$ cat config.mk
export PLATFORM = sky130hd
export DESIGN_NAME = count_spi_readout
export DESIGN_NICKNAME = d
export VERILOG_FILES = /design/src/rtl/counter_pkg.sv /design/src/rtl/spi_edge_sync.sv /design/src/rtl/count_spi_readout.sv
export SDC_FILE = /design/constraint.sdc
export NUM_CORES = 1
export LEC_CHECK = 0
export ABC_AREA = 1
export CAP_MARGIN = 20
export CELL_PAD_IN_SITES_DETAIL_PLACEMENT = 1
export CELL_PAD_IN_SITES_GLOBAL_PLACEMENT = 1
export CORE_MARGIN = 5
export CORE_UTILIZATION = 25
export DETAILED_ROUTE_END_ITERATION = 10
export PLACE_DENSITY_LB_ADDON = 0.12
export SLEW_MARGIN = 10
export SYNTH_ARGS = -nofsm -noshare
export SYNTH_HDL_FRONTEND = slang
export SYNTH_SLANG_ARGS = --single-unit
$ cat constraint.sdc
create_clock -name clk_12mhz -period 2.65 [get_ports clk_12mhz]
set_input_delay 0.3975 -clock clk_12mhz [delete_from_list [all_inputs] [get_ports clk_12mhz]]
set_output_delay 0.3975 -clock clk_12mhz [all_outputs]
set_load 0.02 [all_outputs]
$ cat src/rtl/counter_pkg.sv
// Shared types and constants for the count SPI readout block.
//   CNT_W          width of count inputs and of each per-gate delta
//   FRAME_BITS     length of the SPI frame sent to the host
//   state_t        readout FSM states
//   snapshot_t     one gate period's result (sequence number and two deltas)
//   build_frame()  packs flags and a snapshot into the 64-bit frame with its XOR check byte
package counter_pkg;

  localparam int unsigned CNT_W          = 24;
  localparam int unsigned FRAME_BITS     = 64;
  localparam int unsigned SEQ_W          = 6;
  localparam int unsigned B0_VALID_BIT   = 7;
  localparam int unsigned B0_OVERRUN_BIT = 6;
  localparam int unsigned BIT_CNT_W      = $clog2(FRAME_BITS) + 1;

  typedef enum logic [1:0] {
    IDLE  = 2'd0,
    LOAD  = 2'd1,
    SHIFT = 2'd2,
    DONE  = 2'd3
  } state_t;

  typedef struct packed {
    logic [SEQ_W-1:0] seq;
    logic [CNT_W-1:0] delta_p;
    logic [CNT_W-1:0] delta_m;
  } snapshot_t;

  // Frame layout: byte0 flags+seq, bytes1-3 delta_p, bytes4-6 delta_m, byte7 XOR of bytes0-6.
  function automatic logic [FRAME_BITS-1:0] build_frame(input logic valid, input logic ovr,
                                                        input snapshot_t snap);
    logic [7:0]  byte0;
    logic [55:0] body;
    logic [7:0]  chk;
    byte0                 = '0;
    byte0[B0_VALID_BIT]   = valid;
    byte0[B0_OVERRUN_BIT] = ovr;
    byte0[SEQ_W-1:0]      = snap.seq;
    body                  = {byte0, snap.delta_p, snap.delta_m};
    chk                   = '0;
    for (int i = 0; i < 7; i++) chk = chk ^ body[8*i +: 8];
    return {body, chk};
  endfunction

endpackage

$ cat src/rtl/spi_edge_sync.sv
// Multi-flop synchroniser for one asynchronous SPI pin with edge pulses.
//   clk     system clock
//   rst_n   synchronous reset, active-low
//   din     raw asynchronous pin
//   rise_c  one-cycle pulse on a synchronised 0->1 transition
//   fall_c  one-cycle pulse on a synchronised 1->0 transition
module spi_edge_sync #(
  parameter int unsigned STAGES    = 2,
  parameter logic        RESET_VAL = 1'b0
) (
  input  logic clk,
  input  logic rst_n,
  input  logic din,
  output logic rise_c,
  output logic fall_c
);

  logic [STAGES-1:0] sync;
  logic              prev;

  // Reset value matches the pin's idle level so releasing reset makes no false edge.
  always_ff @(posedge clk) begin
    if (!rst_n) begin
      sync <= {STAGES{RESET_VAL}};
      prev <= RESET_VAL;
    end else begin
      sync <= STAGES'({sync, din});
      prev <= sync[STAGES-1];
    end
  end

  assign rise_c = sync[STAGES-1] & ~prev;
  assign fall_c = ~sync[STAGES-1] & prev;

endmodule

$ cat src/rtl/count_spi_readout.sv
// Samples free-running count_p/count_m once per gate period, forms wrap-safe deltas,
// and serves them to the host as a 64-bit SPI mode-0 slave frame.
//   clk_12mhz    system clock
//   reset        synchronous reset, active-low
//   count_p/m    free-running channel counts
//   spi_sclk     host SPI clock (asynchronous, synchronised here)
//   spi_cs_n     host chip select, active-low (asynchronous, synchronised here)
//   spi_miso     serial frame data, MSB first
//   frame_valid  an unread snapshot is in the shadow register
//   overrun      sticky: a snapshot was dropped since the last completed read
module count_spi_readout
  import counter_pkg::*;
#(
  parameter int unsigned GATE_TICKS  = 12_000_000,
  parameter int unsigned SYNC_STAGES = 2
) (
  input  logic             clk_12mhz,
  input  logic             reset,
  input  logic [CNT_W-1:0] count_p,
  input  logic [CNT_W-1:0] count_m,
  input  logic             spi_sclk,
  input  logic             spi_cs_n,
  output logic             spi_miso,
  output logic             frame_valid,
  output logic             overrun
);

  localparam int unsigned TIMER_W = $clog2(GATE_TICKS);

  logic [TIMER_W-1:0]    gate_cnt;
  logic                  gate_tick_c;
  logic [CNT_W-1:0]      prev_p;
  logic [CNT_W-1:0]      prev_m;
  logic [SEQ_W-1:0]      seq;
  snapshot_t             new_snap_c;
  snapshot_t             shadow;
  snapshot_t             pend;
  logic                  pend_valid;
  state_t                state;
  state_t                state_next;
  logic [BIT_CNT_W-1:0]  bit_cnt;
  logic [FRAME_BITS-1:0] shift_reg;
  logic [FRAME_BITS-1:0] frame_c;
  logic                  done_clear_c;
  logic                  sclk_rise_c;
  logic                  sclk_fall_c;
  logic                  cs_rise_c;
  logic                  cs_fall_c;

  spi_edge_sync #(.STAGES(SYNC_STAGES), .RESET_VAL(1'b0)) u_sclk_sync (
    .clk    (clk_12mhz),
    .rst_n  (reset),
    .din    (spi_sclk),
    .rise_c (sclk_rise_c),
    .fall_c (sclk_fall_c)
  );

  spi_edge_sync #(.STAGES(SYNC_STAGES), .RESET_VAL(1'b1)) u_cs_sync (
    .clk    (clk_12mhz),
    .rst_n  (reset),
    .din    (spi_cs_n),
    .rise_c (cs_rise_c),
    .fall_c (cs_fall_c)
  );

  assign gate_tick_c = (gate_cnt == TIMER_W'(GATE_TICKS - 1));

  // Modular subtraction gives the right delta across a counter wrap.
  always_comb begin
    new_snap_c         = '0;
    new_snap_c.seq     = seq + SEQ_W'(1);
    new_snap_c.delta_p = count_p - prev_p;
    new_snap_c.delta_m = count_m - prev_m;
  end

  assign frame_c      = build_frame(frame_valid, overrun, shadow);
  assign done_clear_c = (state == DONE) && (bit_cnt >= BIT_CNT_W'(FRAME_BITS));

  // FSM state register
  always_ff @(posedge clk_12mhz) begin
    if (!reset) state <= IDLE;
    else        state <= state_next;
  end

  // FSM next state; a cs_n rise during LOAD ends as an aborted read
  always_comb begin
    state_next = state;
    case (state)
      IDLE:    if (cs_fall_c) state_next = LOAD;
      LOAD:    state_next = cs_rise_c ? DONE : SHIFT;
      SHIFT:   if (cs_rise_c) state_next = DONE;
      DONE:    state_next = IDLE;
      default: state_next = IDLE;
    endcase
  end

  // Gate timer, snapshot/commit bookkeeping and the frame shifter
  always_ff @(posedge clk_12mhz) begin
    if (!reset) begin
      gate_cnt    <= '0;
      prev_p      <= '0;
      prev_m      <= '0;
      seq         <= '0;
      shadow      <= '0;
      pend        <= '0;
      pend_valid  <= 1'b0;
      frame_valid <= 1'b0;
      overrun     <= 1'b0;
      bit_cnt     <= '0;
      shift_reg   <= '0;
      spi_miso    <= 1'b0;
    end else begin
      gate_cnt <= gate_tick_c ? '0 : gate_cnt + TIMER_W'(1);

      if (gate_tick_c) begin
        prev_p <= count_p;
        prev_m <= count_m;
        seq    <= new_snap_c.seq;
      end

      // A completed read clears first; a snapshot from the same cycle then lands via pending.
      if (done_clear_c) begin
        frame_valid <= 1'b0;
        overrun     <= 1'b0;
      end

      if (gate_tick_c) begin
        if (state == IDLE) begin
          shadow      <= new_snap_c;
          frame_valid <= 1'b1;
          pend_valid  <= 1'b0;
          if (frame_valid || pend_valid) overrun <= 1'b1;
        end else begin
          pend       <= new_snap_c;
          pend_valid <= 1'b1;
          if ((frame_valid || pend_valid) && !done_clear_c) overrun <= 1'b1;
        end
      end else if ((state == IDLE) && pend_valid) begin
        shadow      <= pend;
        frame_valid <= 1'b1;
        pend_valid  <= 1'b0;
      end

      case (state)
        LOAD: begin
          shift_reg <= frame_c;
          spi_miso  <= frame_c[FRAME_BITS-1];
          bit_cnt   <= '0;
        end
        SHIFT: begin
          if (sclk_rise_c && (bit_cnt < BIT_CNT_W'(FRAME_BITS))) bit_cnt <= bit_cnt + BIT_CNT_W'(1);
          // Host samples on rise, so the next bit is presented on fall; zeros after 64 bits.
          if (sclk_fall_c) begin
            shift_reg <= {shift_reg[FRAME_BITS-2:0], 1'b0};
            spi_miso  <= (bit_cnt < BIT_CNT_W'(FRAME_BITS)) ? shift_reg[FRAME_BITS-2] : 1'b0;
          end
        end
        default: spi_miso <= 1'b0;
      endcase
    end
  end

endmodule

After elaboration in Yosys (flattened, before gate mapping)
Cells that the tools add are included.
{"block": "word_totals", "reg_bits": 268, "wordCells": 94}
{"block": "op_classes", "eq_ne": 9, "n_lt_le_gt_ge": 2, "add_sub_neg": 5, "reduce_logical": 15, "n_mux": 26, "bitwise_logic": 16}
{"operator": "2-to-1 mux 54 bit", "n": 3}
{"operator": "one-hot mux 63 bit (2 select lines)", "n": 1}
{"operator": "2-to-1 mux 63 bit", "n": 1}
{"operator": "subtractor 24 bit", "n": 2}
{"operator": "bitwise XOR 8 bit", "n": 6}
{"operator": "adder 24 x 1 -> 24 bit, second input constant", "n": 1}
{"operator": "equality test 24 bit, second input constant", "n": 1}
{"operator": "2-to-1 mux 1 bit", "n": 15}
{"operator": "one-hot mux 7 bit (2 select lines)", "n": 1}
{"operator": "AND reduction 2 bit", "n": 5}
{"operator": "inequality test 2 bit, second input constant", "n": 4}
{"operator": "one-hot mux 2 bit (4 select lines)", "n": 1}
{"operator": "adder 7 x 1 -> 7 bit, second input constant", "n": 1}
{"operator": "greater-or-equal comparator 7 bit, second input constant", "n": 1}
{"operator": "< comparator 7 bit, second input constant", "n": 1}
{"operator": "2-to-1 mux 7 bit", "n": 1}
{"operator": "adder 6 x 1 -> 6 bit, second input constant", "n": 1}
{"operator": "inverter 1 bit", "n": 6}
{"operator": "bitwise AND 1 bit", "n": 4}
{"operator": "equality test 2 bit, second input constant", "n": 2}
{"operator": "logical AND 1 bit", "n": 4}
{"operator": "2-to-1 mux 2 bit", "n": 2}
{"operator": "nonzero test 2 bit", "n": 2}
{"operator": "equality test 2 x 1 -> 1 bit, second input constant", "n": 1}
{"operator": "6 further kinds", "n": 6}

Depth between registers and ports, before layout
Gate-level depths: netlist (run 1).
{"block": "logic_depth", "ltp_word": 7, "ltp_mapped": 15, "ltp_nobuf": 15}

Hierarchy
A second synthesis (run 1) with hierarchy kept.
{"block": "unflattened", "cells_unflattened": 2393, "hier_area_um2": 15343.5}
{"mod": "count_spi_readout", "cells_each": 2368, "area_each_um2": 15149.5, "instances": 1}
{"mod": "spi_edge_sync at u_sclk_sync", "cells_each": 13, "area_each_um2": 100.1, "instances": 1}
{"mod": "spi_edge_sync at u_cs_sync", "cells_each": 12, "area_each_um2": 93.8, "instances": 1}

Least setup slack after synthesis (run 1)
OpenSTA, ideal clock, no wires.
{"block": "synth_timing", "path_type": "input to register", "startpoint": "input port count_m[0]", "endpoint": "register pend[16] (netlist bit)", "path_stages": 15, "setup_time_ps": 109, "path_buffers": 0, "t_arrival_ps": 1831, "required_time_ps": 2541, "setup_slack_ps": 710, "path_cell_list": "inv_1 -> ha_1 -> fa_1 -> inv_1 -> nand3_1 -> nand3_1 -> nand2_1 -> nand2_1 -> nand3b_1 -> nand2_1 -> nand2_1 -> nand2_1 -> nand2_1 -> nand2_1 -> inv_1"}
{"block": "synth_via", "elab_chain_cells": 1}
{"element": "start, declared", "line": "count_spi_readout.sv:20", "text": "input logic [CNT_W-1:0] count_m,"}
{"element": "subtractor 24 bit", "line": "count_spi_readout.sv:73", "text": "new_snap_c.delta_m = count_m - prev_m;"}
{"element": "end signal, assigned", "line": "count_spi_readout.sv:134", "text": "pend <= new_snap_c;"}
{"element": "end, declared", "line": "count_spi_readout.sv:37", "text": "snapshot_t pend;"}
Every way passes these cells.
A chain may end at the register's enable or synchronous reset.

Worst setup path after layout (run 1)
{"block": "layout_timing", "startpoint": "register gate_cnt[0]", "endpoint": "register shadow, in the netlist frame_c[17]"}
{"block": "layout_via", "elab_chain_cells": 3, "elab_cells_between_ends": 5, "classes_between": "eq/ne (2); mux (1); reduce/logical (2)"}
{"element": "start, declared", "line": "count_spi_readout.sv:30", "text": "logic [TIMER_W-1:0] gate_cnt;"}
{"element": "start signal, assigned", "line": "count_spi_readout.sv:113", "text": "gate_cnt <= gate_tick_c ? '0 : gate_cnt + TIMER_W'(1);"}
{"element": "equality test 24 bit *", "line": "count_spi_readout.sv:66", "text": "assign gate_tick_c = (gate_cnt == TIMER_W'(GATE_TICKS - 1));"}
{"element": "inequality test 2 x 1 -> 1 bit (no source line) / nonzero test 2 bit (equally long branches)"}
{"element": "AND reduction 2 bit (no source line)"}
{"element": "end signal, assigned", "line": "count_spi_readout.sv:129", "text": "shadow <= new_snap_c;"}
{"element": "end signal, assigned", "line": "count_spi_readout.sv:139", "text": "shadow <= pend;"}
{"element": "end, declared", "line": "count_spi_readout.sv:36", "text": "snapshot_t shadow;"}
Every way passes the cells marked *; elsewhere a longest branch is shown, timed or not.

==> metrics.cfg, run 1 <==
[power]
p_per_area_nw_per_um2=623.2
internal_power_uw=7780
p_total_uw=11200
p_sw_share_pct=30.56
netSwitchingPower_uw=3424
p_leak_uw=0.007881
p_comb_share_pct=17.1
pwr-share-seq_pct=39.3
p_clk_share_pct=43.6
vdd_ir_drop_max_mv=0.3847

[final_layout]
fin_nets=2498
layout.cells.non_filler=3200
multi_input_area_sq_um=8113
drive_gt1_share_pct=5.749
area_delta_synth_final_pct=18.86
final.fill_count=7637
largest_register_ffs=63
num_antenna_cells=0
register_area_sq_um=5365

[timing]
worst_pin_slew_ns=0.8854
timing.final.hold_violations=0
finalMaxSlewViolations=0
max_freq_mhz=434.8
rsz0062_at_grt=false
setup_viol_count_final=0
fin_worst_skew_ns=0.02483
relSlewSlack_pct=40.97
period_needed_ns=2.300
finalCritPeriodShare_pct=86.79

[setup_path]
r2r_slack_ns=0.35
crit_required_ns=3.09
cp_max_fo=35
slowest_delay_ns=0.35
reg2reg_from=gate_cnt[0]$_SDFF_PP0_
critPathLaunchType=flop
crit_type=flop to flop
slowest_stage=dfxtp_1
crit_top_cell=nand3_1
worstSetupStartpoint=gate_cnt[0]$_SDFF_PP0_
critPathCaptureType=flop
crit_chain=ha_1, nand3_1, nor2_2, nand3_1, clkinv_2, nand4_1, nand2_2, buf_12, nand2_1, a21oi_1, nor2_1
arrival_ns=2.74

[global_routing]
antenna_found_initial=1
grt_pass1_wl_mm=83.46
grt_use_total_pct=15.55
grt_start_max_net_pins=175
overflow=0
grt_pass1_vias=15121

[placement]
gp_congestion=0.8222
post-place-cells=3134
dp_hpwl_mm=38.09
numPortBuffers=54

[drt]
avgViaCountPerCell=4.610
routed_wl_mm=51.87
routedWlPerCell_um=16.21
post-route-drc-count=0
drt_iter0_markers=607
dr.pass1.iters=5
dr_total_vias=14753
postRouteAntennaNets=0

[outcome]
outcome=finished clean

[clock_tree]
clock_path_buffers=3
ctsResizeCount=0
worstSkewPairLatency_ns=0.57
cts_made_buffers=37
cts_tree=yes
root_buffer=clkbuf_16
cts_setup_buffers=0
htreeDepth=2
path_clk_slew_ns=0.05
cts_hold_buf=0
cts_sinks=268

[yosys]
synth-seq-area-share_pct=35.47
yosys_most_used_dff=dfxtp_1
synth_edf_count=0
netlist_instances=2339
yosys.area.top_type=dfxtp_1
ys.warnings.count=0
syn-num-nets=2446
yosys.area.top_type_share_pct=35.47
post_synth.cell_area_avg_sq_um=6.467
synth.area.top_cells=dfxtp_1 35%, nand2_1 17%, inv_1 8.1%, o21ai_0 6.1%, a21oi_1 5.6%
syn_area_sq_um=15130
ys_types=42
ys_ff_latch=268
async_flop_share_pct=0

[die]
die-area_sq_um=65520
io_pins=55
die_x_um=256.0
core_sq_um=60130
die_h_um=256.0
start_util_pct=25.15
rows=90

[run]
maxCapViolCount=0

[worst_hold_path]
min_from=reset
hold_path_class=primary input to flop

==> final cells by class <==
class	instances	area share, %
Sequential cell	268	29.84
Inverter	330	6.897
Tap cell	782	5.442
Clock inverter	11	0.6055
Clock buffer	55	5.971
Timing Repair Buffer	110	6.117
Multi-Input combinational cell	1644	45.12
==> layer usage <==
metal	wire [um]	share of wire (%)	up-vias	global-route usage (%)
met5	0	0	-	0
met4	1192	2.3	0	4.348
met3	1360	2.6	59	1.815
met2	23790	46	142	26.07
met1	25530	49	7003	21.20
li1	-	-	7549	-
==> worst max-delay path, delay by kind of cell (launching register included) <==
| family | cells | cell delay (ns) |
|---|---|---|
| AOI/OAI and AO/OA | 1 | 0.21 |
| adders and majority gates | 1 | 0.19 |
| buffers and inverters | 2 | 0.40 |
| DFF | 1 | 0.35 |
| and+or+nand+nor | 7 | 1.04 |
==> path summary, 6_finish.rpt <==
kind / cells past startpoint / endpoint
setup / recovery: 11 / frame_c[17]$_SDFFE_PN0P_
hold / removal: 3 / gate_cnt[3]$_SDFF_PP0_
hold reg to reg: 2 / u_sclk_sync.sync[1]$_SDFF_PN0_
setup reg to reg: 11 / frame_c[17]$_SDFFE_PN0P_
==> per-stage QoR <==
step	TNS, ns	setup slack, ns	cell area, sq um	hold slack (ns)	utilization, %
3_5_place_dp	-0.06571	-0.02563	16800	0.4048	27.93
5_1_grt	0	0.1400	17980	0.1314	29.90
3_3_place_gp	0	0.007123	16800	0.4007	27.93
4_1_cts	0	0.2683	17980	0.1098	29.90
6_report	0	0.3501	17980	0.1433	29.90
2_1_floorplan	0	0.7104	15130	0.3905	-
==> logic make-up (layout without fill, tap and decap cells) <==
logic type	after synthesis	count (layout)	synth area share, %
XOR/XNOR	70	70	4.053
AO/OA/AOI/OAI	463	463	16.44
AND/OR/NAND/NOR	1056	1056	28.39
adder cells (fa/ha/maj)	55	55	4.649
buffers and inverters	427	506	10.99
flip-flops	268	268	35.47
==> power by group through the flow <==
stage | Combinational (uW) | Clock, uW | Sequential, uW
after global placement | 1910 | 0 | 4480
after CTS | 1950 | 5100 | 4410
after floorplan | 1280 | 0 | 4450
final | 1920 | 4880 | 4410
after global routing | 2190 | 5230 | 4440
after detailed placement | 1950 | 0 | 4490
==> cells in the mapped netlist (2+ instances only) <==
cell type	count
inv_1	326
a21boi_0	5
buf_2	20
xor2_1	39
nand4_1	22
or2_2	14
dfxtp_1	268
o211a_1	7
o21a_1	16
and2_1	3
ha_1	53
nand3b_1	11
a21oi_1	168
nor2_1	182
inv_2	3
nor4_1	2
nor3_1	17
o21ai_0	183
xnor2_1	31
a31oi_1	55
fa_1	2
nor3b_1	2
o21ai_1	24
nand2_1	705
buf_6	4
nand3_1	91
clkbuf_1	71
==> cells in the final DEF (no fill, tap or decap), types with 14 or more instances in the layout <==
| master | n |
|---|---|
| nand3_1 | 90 |
| clkbuf_16 | 37 |
| o21a_1 | 16 |
| a21oi_1 | 168 |
| xnor2_1 | 31 |
| buf_4 | 45 |
| ha_1 | 52 |
| clkdlybuf4s50_1 | 53 |
| o21ai_1 | 24 |
| inv_1 | 325 |
| nor2_1 | 182 |
| nand2_1 | 705 |
| or2_2 | 14 |
| a31oi_1 | 55 |
| xor2_1 | 39 |
| dfxtp_1 | 268 |
| nand4_1 | 22 |
| o21ai_0 | 183 |
| nor3_1 | 17 |
(Power assumes the default switching activity.)
==> run 2, diff against run 1 <==
--- a/config.mk
+++ b/config.mk
@@ -9,8 +9,9 @@
 export CAP_MARGIN = 20
 export CELL_PAD_IN_SITES_DETAIL_PLACEMENT = 1
 export CELL_PAD_IN_SITES_GLOBAL_PLACEMENT = 1
+export CORE_ASPECT_RATIO = 1.4
 export CORE_MARGIN = 5
-export CORE_UTILIZATION = 25
+export CORE_UTILIZATION = 37
 export DETAILED_ROUTE_END_ITERATION = 10
 export PLACE_DENSITY_LB_ADDON = 0.12
 export SLEW_MARGIN = 10
==> run 2 against run 1 <==
Total power down 7.2%. First-iteration DRC count down 6.4%. Utilization up 13 points. Cell area down 3.4%. Maximum frequency down 2.5%. Die area down 31%. Clock-buffer cell count down 9. Clock power down 15%. Global-route usage up 4.7 points. Critical path type unchanged.
==> metrics.cfg, run 2 (synthesis gave the netlist of run 1 again) <==
[final_layout]
fin_nets=2487
num_antenna_cells=0
drive_gt1_share_pct=5.246
mostFrequentLayoutCell=nand2_1
largest_register_ffs=63
layout_common_cells=705 x nand2_1, 326 x inv_1, 268 x dfxtp_1
area_delta_synth_final_pct=14.86
layout.cells.non_filler=2936

[setup_path]
r2r_slack_ns=0.29
reg2reg_depth=10
reg2reg_from=gate_cnt[0]$_SDFF_PP0_
critPathLaunchType=flop
worst_r2r_endpoint=frame_c[32]$_SDFFE_PN0P_
cp_max_fo=15
critPathCaptureType=flop
slowest_delay_ns=0.35
arrival_ns=2.81
crit_chain=ha_1, nand3_1, nor2_2, nand3_1, clkinv_2, nand4_1, nand2_2, clkinv_2, nor2_1, nor2_1
slowest_stage=dfxtp_1
crit_type=flop to flop
crit_required_ns=3.10

[global_routing]
grt_start_max_net_pins=91
grt_use_total_pct=20.28
grt_pass1_vias=15165
overflow=0
antenna_found_initial=0
grt_pass1_wl_mm=77.14

[power]
p_leak_uw=0.007727
p_sw_share_pct=30.08
internal_power_uw=7267
netSwitchingPower_uw=3127
p_comb_share_pct=17.8
p_per_area_nw_per_um2=598.2
p_total_uw=10390
pwr-share-seq_pct=42.4
p_clk_share_pct=39.8
vdd_ir_drop_max_mv=0.4893

[die]
rows=87
start_util_pct=37.45
core_sq_um=40390
die_h_um=249.2
die-area_sq_um=45080
die_x_um=180.9
io_pins=55

[worst_hold_path]
min_from=reset
hold_end=u_cs_sync.prev$_SDFF_PN1_
min_path_cells=2
hold_path_class=primary input to flop

[placement]
dp_slack_ns=-0.03920
dp_hpwl_mm=34.64
post-place-cells=2878
numPortBuffers=54
gp_congestion=0.8818

[drt]
dr.pass1.iters=5
routed_wl_mm=46.80
dr_wl_met3_mm=1.137
dr_total_vias=14777
routedWlPerCell_um=15.94
avgViaCountPerCell=5.033
highest-signal-layer=met4
wl_met2_mm=23.25
post-route-drc-count=0
postRouteAntennaNets=0
drt_iter0_markers=568
met1_length_mm=21.02

[timing]
finalMaxSlewViolations=0
timing.final.hold_violations=0
fin_ws_ns=0.2905
relSlewSlack_pct=49.35
hold_ws_ns=0.06167
fin_worst_skew_ns=0.01325
setup_viol_count_final=0
max_freq_mhz=423.8
period_needed_ns=2.359
finalCritPeriodShare_pct=89.04
worst_pin_slew_ns=0.7597
rsz0062_at_grt=false

[outcome]
outcome=finished clean

[clock_tree]
cts_tree=yes
htreeDepth=1
clock_path_buffers=3
path_clk_slew_ns=0.06
root_buffer=clkbuf_16
cts_made_buffers=31
worstSkewPairLatency_ns=0.57
cts_sinks=268

[run]
maxCapViolCount=0

==> run 2: changes by cell type in the layout (fill, tap and decap cells not counted), sizes merged <==
| cell | change |
|---|---|
| clkinvlp | +1 |
| inv | -1 |
| buf | -5 |
| clkinv | -2 |
| clkbuf | -9 |
==> run 2: worst max path at each step <==
| stage | to | from |
|---|---|---|
| detailed placement | frame_c[40]$_SDFFE_PN0P_ | count_p[0] |
| global placement | pend[16]$_SDFFE_PN0P_ | count_m[0] |
| CTS | seq[3]$_SDFFE_PN0P_ | gate_cnt[0]$_SDFF_PP0_ |
| global route | frame_c[32]$_SDFFE_PN0P_ | gate_cnt[0]$_SDFF_PP0_ |
| finish | frame_c[32]$_SDFFE_PN0P_ | gate_cnt[0]$_SDFF_PP0_ |
| floorplan | pend[16]$_SDFFE_PN0P_ | count_m[0] |
==> run 2: cell type report <==
type / count / area [sq um]
Fill cell: 5334 / 23010
Multi-Input combinational cell: 1644 / 8113
Sequential cell: 268 / 5365
Inverter: 330 / 1241
Timing Repair Buffer: 105 / 1025
Clock buffer: 46 / 912.1
Tap cell: 534 / 668.1
Clock inverter: 9 / 50.05
==> run 2: power groups by stage <==
stage	combinational, uW	sequential [uW]	clock, uW
finish	1850	4410	4140
detailed placement	1850	4490	0
global placement	1800	4480	0
floorplan	1280	4450	0
CTS	1860	4410	4270
global route	2090	4430	4420
==> run 2: stage by stage <==
stage / TNS [ns] / area [sq um] / utilization, %
global placement: 0 / 16380 / 40.55
global route: 0 / 17370 / 43.02
CTS: 0 / 17340 / 42.93
finish: 0 / 17370 / 43.02
detailed placement: -0.03920 / 16380 / 40.55
floorplan: 0 / 15130 / -
==> run 2: per-layer routing <==
metal / GRT usage [%] / vias up
li1: - / 7509
met1: 25.23 / 7012
met2: 36.67 / 181
met3: 2.133 / 75
met4: 6.226 / 0
met5: 0 / -
==> run 2: worst max-delay path: cells and delay by family, from the launching register on <==
family / cells / cell delay, ns
fa+ha+maj: 1 / 0.19
flops: 1 / 0.35
simple gates: 7 / 1.22
buf+inv: 2 / 0.47
==> run 2: what timing repair did <==
action,in CTS,in global routing
setup buffers,0,3
gates resized for setup,0,1
endpoints found under the setup margin,0,8
hold buffers,0,0
==> run 3, diff against run 2 <==
--- a/config.mk
+++ b/config.mk
@@ -10,7 +10,7 @@
 export CELL_PAD_IN_SITES_DETAIL_PLACEMENT = 1
 export CELL_PAD_IN_SITES_GLOBAL_PLACEMENT = 1
 export CORE_ASPECT_RATIO = 1.4
-export CORE_MARGIN = 5
+export CORE_MARGIN = 2
 export CORE_UTILIZATION = 37
 export DETAILED_ROUTE_END_ITERATION = 10
 export PLACE_DENSITY_LB_ADDON = 0.12
==> run 3 against run 2 <==
Via count shrank 1.2%. Clock-buffer cell count down 6. Wire length down 0.75%. Non-clock buffer count fell by 9. Register-to-register slack better by 0.06 ns. Setup slack better by 0.058 ns. Combinational power about the same. Global-route usage rose by 1.8 points. Critical path depth up 1. Cell area is 0.53% higher.
==> metrics.cfg, run 3 (synthesis gave the netlist of run 1 again) <==
[setup_path]
crit_type=flop to flop
critPathTopFamily=simple AND/OR/NAND/NOR gates
worst-path-buf-inv=2
reg2reg_from=gate_cnt[0]$_SDFF_PP0_
arrival_ns=2.76
critPathLaunchType=flop
reg2reg_depth=11
cp_max_fo=21
crit_chain=ha_1, nand3_1, nor2_2, nand3_1, clkinv_2, nand4_1, nand2_4, buf_4, nand2_1, nor2_1, nor2_1
cp.depth=11
crit_required_ns=3.10
slowest_delay_ns=0.35
worst_r2r_endpoint=frame_c[39]$_SDFFE_PN0P_
worstSetupStartpoint=gate_cnt[0]$_SDFF_PP0_
critPathCaptureType=flop
slowest_stage=dfxtp_1
r2r_slack_ns=0.35
cp-endpoint=frame_c[39]$_SDFFE_PN0P_

[drt]
dr.pass1.iters=4
post-route-drc-count=0
drt_iter0_markers=557
avgViaCountPerCell=4.991
routedWlPerCell_um=15.88
postRouteAntennaNets=0
routed_wl_mm=46.45
dr_total_vias=14604

[power]
p_leak_uw=0.007764
p_total_uw=10770
vdd_ir_drop_max_mv=0.5228
p_per_area_nw_per_um2=616.4

[clock_tree]
clock_path_buffers=3
cts_sinks=268
worstSkewPairLatency_ns=0.58
cts_made_buffers=30
htreeDepth=1
cts_tree=yes
cts_hold_buf=0
path_clk_slew_ns=0.06
root_buffer=clkbuf_16

[timing]
fin_worst_skew_ns=0.01996
finalMaxSlewViolations=0
max_freq_mhz=434.4
setup_viol_count_final=0
fin_ws_ns=0.3482
timing.final.hold_violations=0
tns_ns=0
hold_ws_ns=0.07360
worst_pin_slew_ns=0.6844
relSlewSlack_pct=54.07
rsz0062_at_grt=false
finalCritPeriodShare_pct=86.86
period_needed_ns=2.302

[die]
die-area_sq_um=42540
die_x_um=174.9
io_pins=55
core_sq_um=40280
start_util_pct=37.56
rows=87
die_h_um=243.2

[final_layout]
area_delta_synth_final_pct=15.48
layout_common_cells=705 x nand2_1, 326 x inv_1, 268 x dfxtp_1
num_antenna_cells=0
final.fill_count=5295
fin_nets=2477
largest_register_ffs=63
layout.cells.non_filler=2926
mostFrequentLayoutCell=nand2_1
drive_gt1_share_pct=4.933

[worst_hold_path]
hold_path_class=primary input to flop

[global_routing]
grt_pass1_wl_mm=77.28
antenna_found_initial=0
grt_pass1_vias=15239
grt_use_total_pct=22.08
overflow=0
grt_start_max_net_pins=125

[run]
maxCapViolCount=0

[placement]
numPortBuffers=54
dp_slack_ns=-0.03208
post-place-cells=2870
dp_hpwl_mm=34.58
gp_congestion=0.9205

[outcome]
outcome=finished clean

-- run 3: layer usage --
metal	vias to the layer above	track usage (%)	wire length, um
met1	6928	26.99	20830
met3	71	2.083	1044
met5	-	0	0
met2	130	40.22	23070
li1	7475	-	-
met4	0	7.402	1516
-- run 3: area by class of cell --
cell class	instances	area [sq um]	share of cell area, %
Multi-Input combinational cell	1644	8118	46.48
Sequential cell	268	5365	30.72
Inverter	330	1242	7.113
Timing Repair Buffer	96	1020	5.838
Clock buffer	40	849.6	4.864
Tap cell	534	668.1	3.825
Clock inverter	14	203.9	1.168
-- run 3: worst min-delay path by stage --
stage	slack [ns]	to	cells after the start	from
after global routing	0.07	u_cs_sync.prev$_SDFF_PN1_	2	reset
after detailed placement	0.40	u_cs_sync.sync[1]$_SDFF_PN1_	1	u_cs_sync.sync[0]$_SDFF_PN1_
after floorplan	0.39	u_sclk_sync.sync[1]$_SDFF_PN0_	2	u_sclk_sync.sync[0]$_SDFF_PN0_
after global placement	0.41	u_cs_sync.sync[1]$_SDFF_PN1_	1	u_cs_sync.sync[0]$_SDFF_PN1_
final	0.07	u_cs_sync.prev$_SDFF_PN1_	2	reset
after CTS	0.04	u_cs_sync.prev$_SDFF_PN1_	2	reset
-- run 3: repair_timing --
| action | in CTS | in global routing |
|---|---|---|
| hold endpoints to repair | 0 | 0 |
| gates resized for setup | 0 | 2 |
| setup endpoints to repair | 0 | 42 |
| setup buffers | 0 | 2 |
-- run 3: where the power goes --
group | internal, uW | switching, uW | total [uW]
Combinational | 641 | 1210 | 1850
Sequential | 4280 | 123 | 4410
Clock | 2730 | 1780 | 4510
-- run 3: stage by stage --
step / cell area (sq um) / utilization (%)
finish: 17470 / 43.37
global route: 17470 / 43.37
CTS: 17420 / 43.25
detailed placement: 16370 / 40.63
global placement: 16370 / 40.63
floorplan: 15130 / -
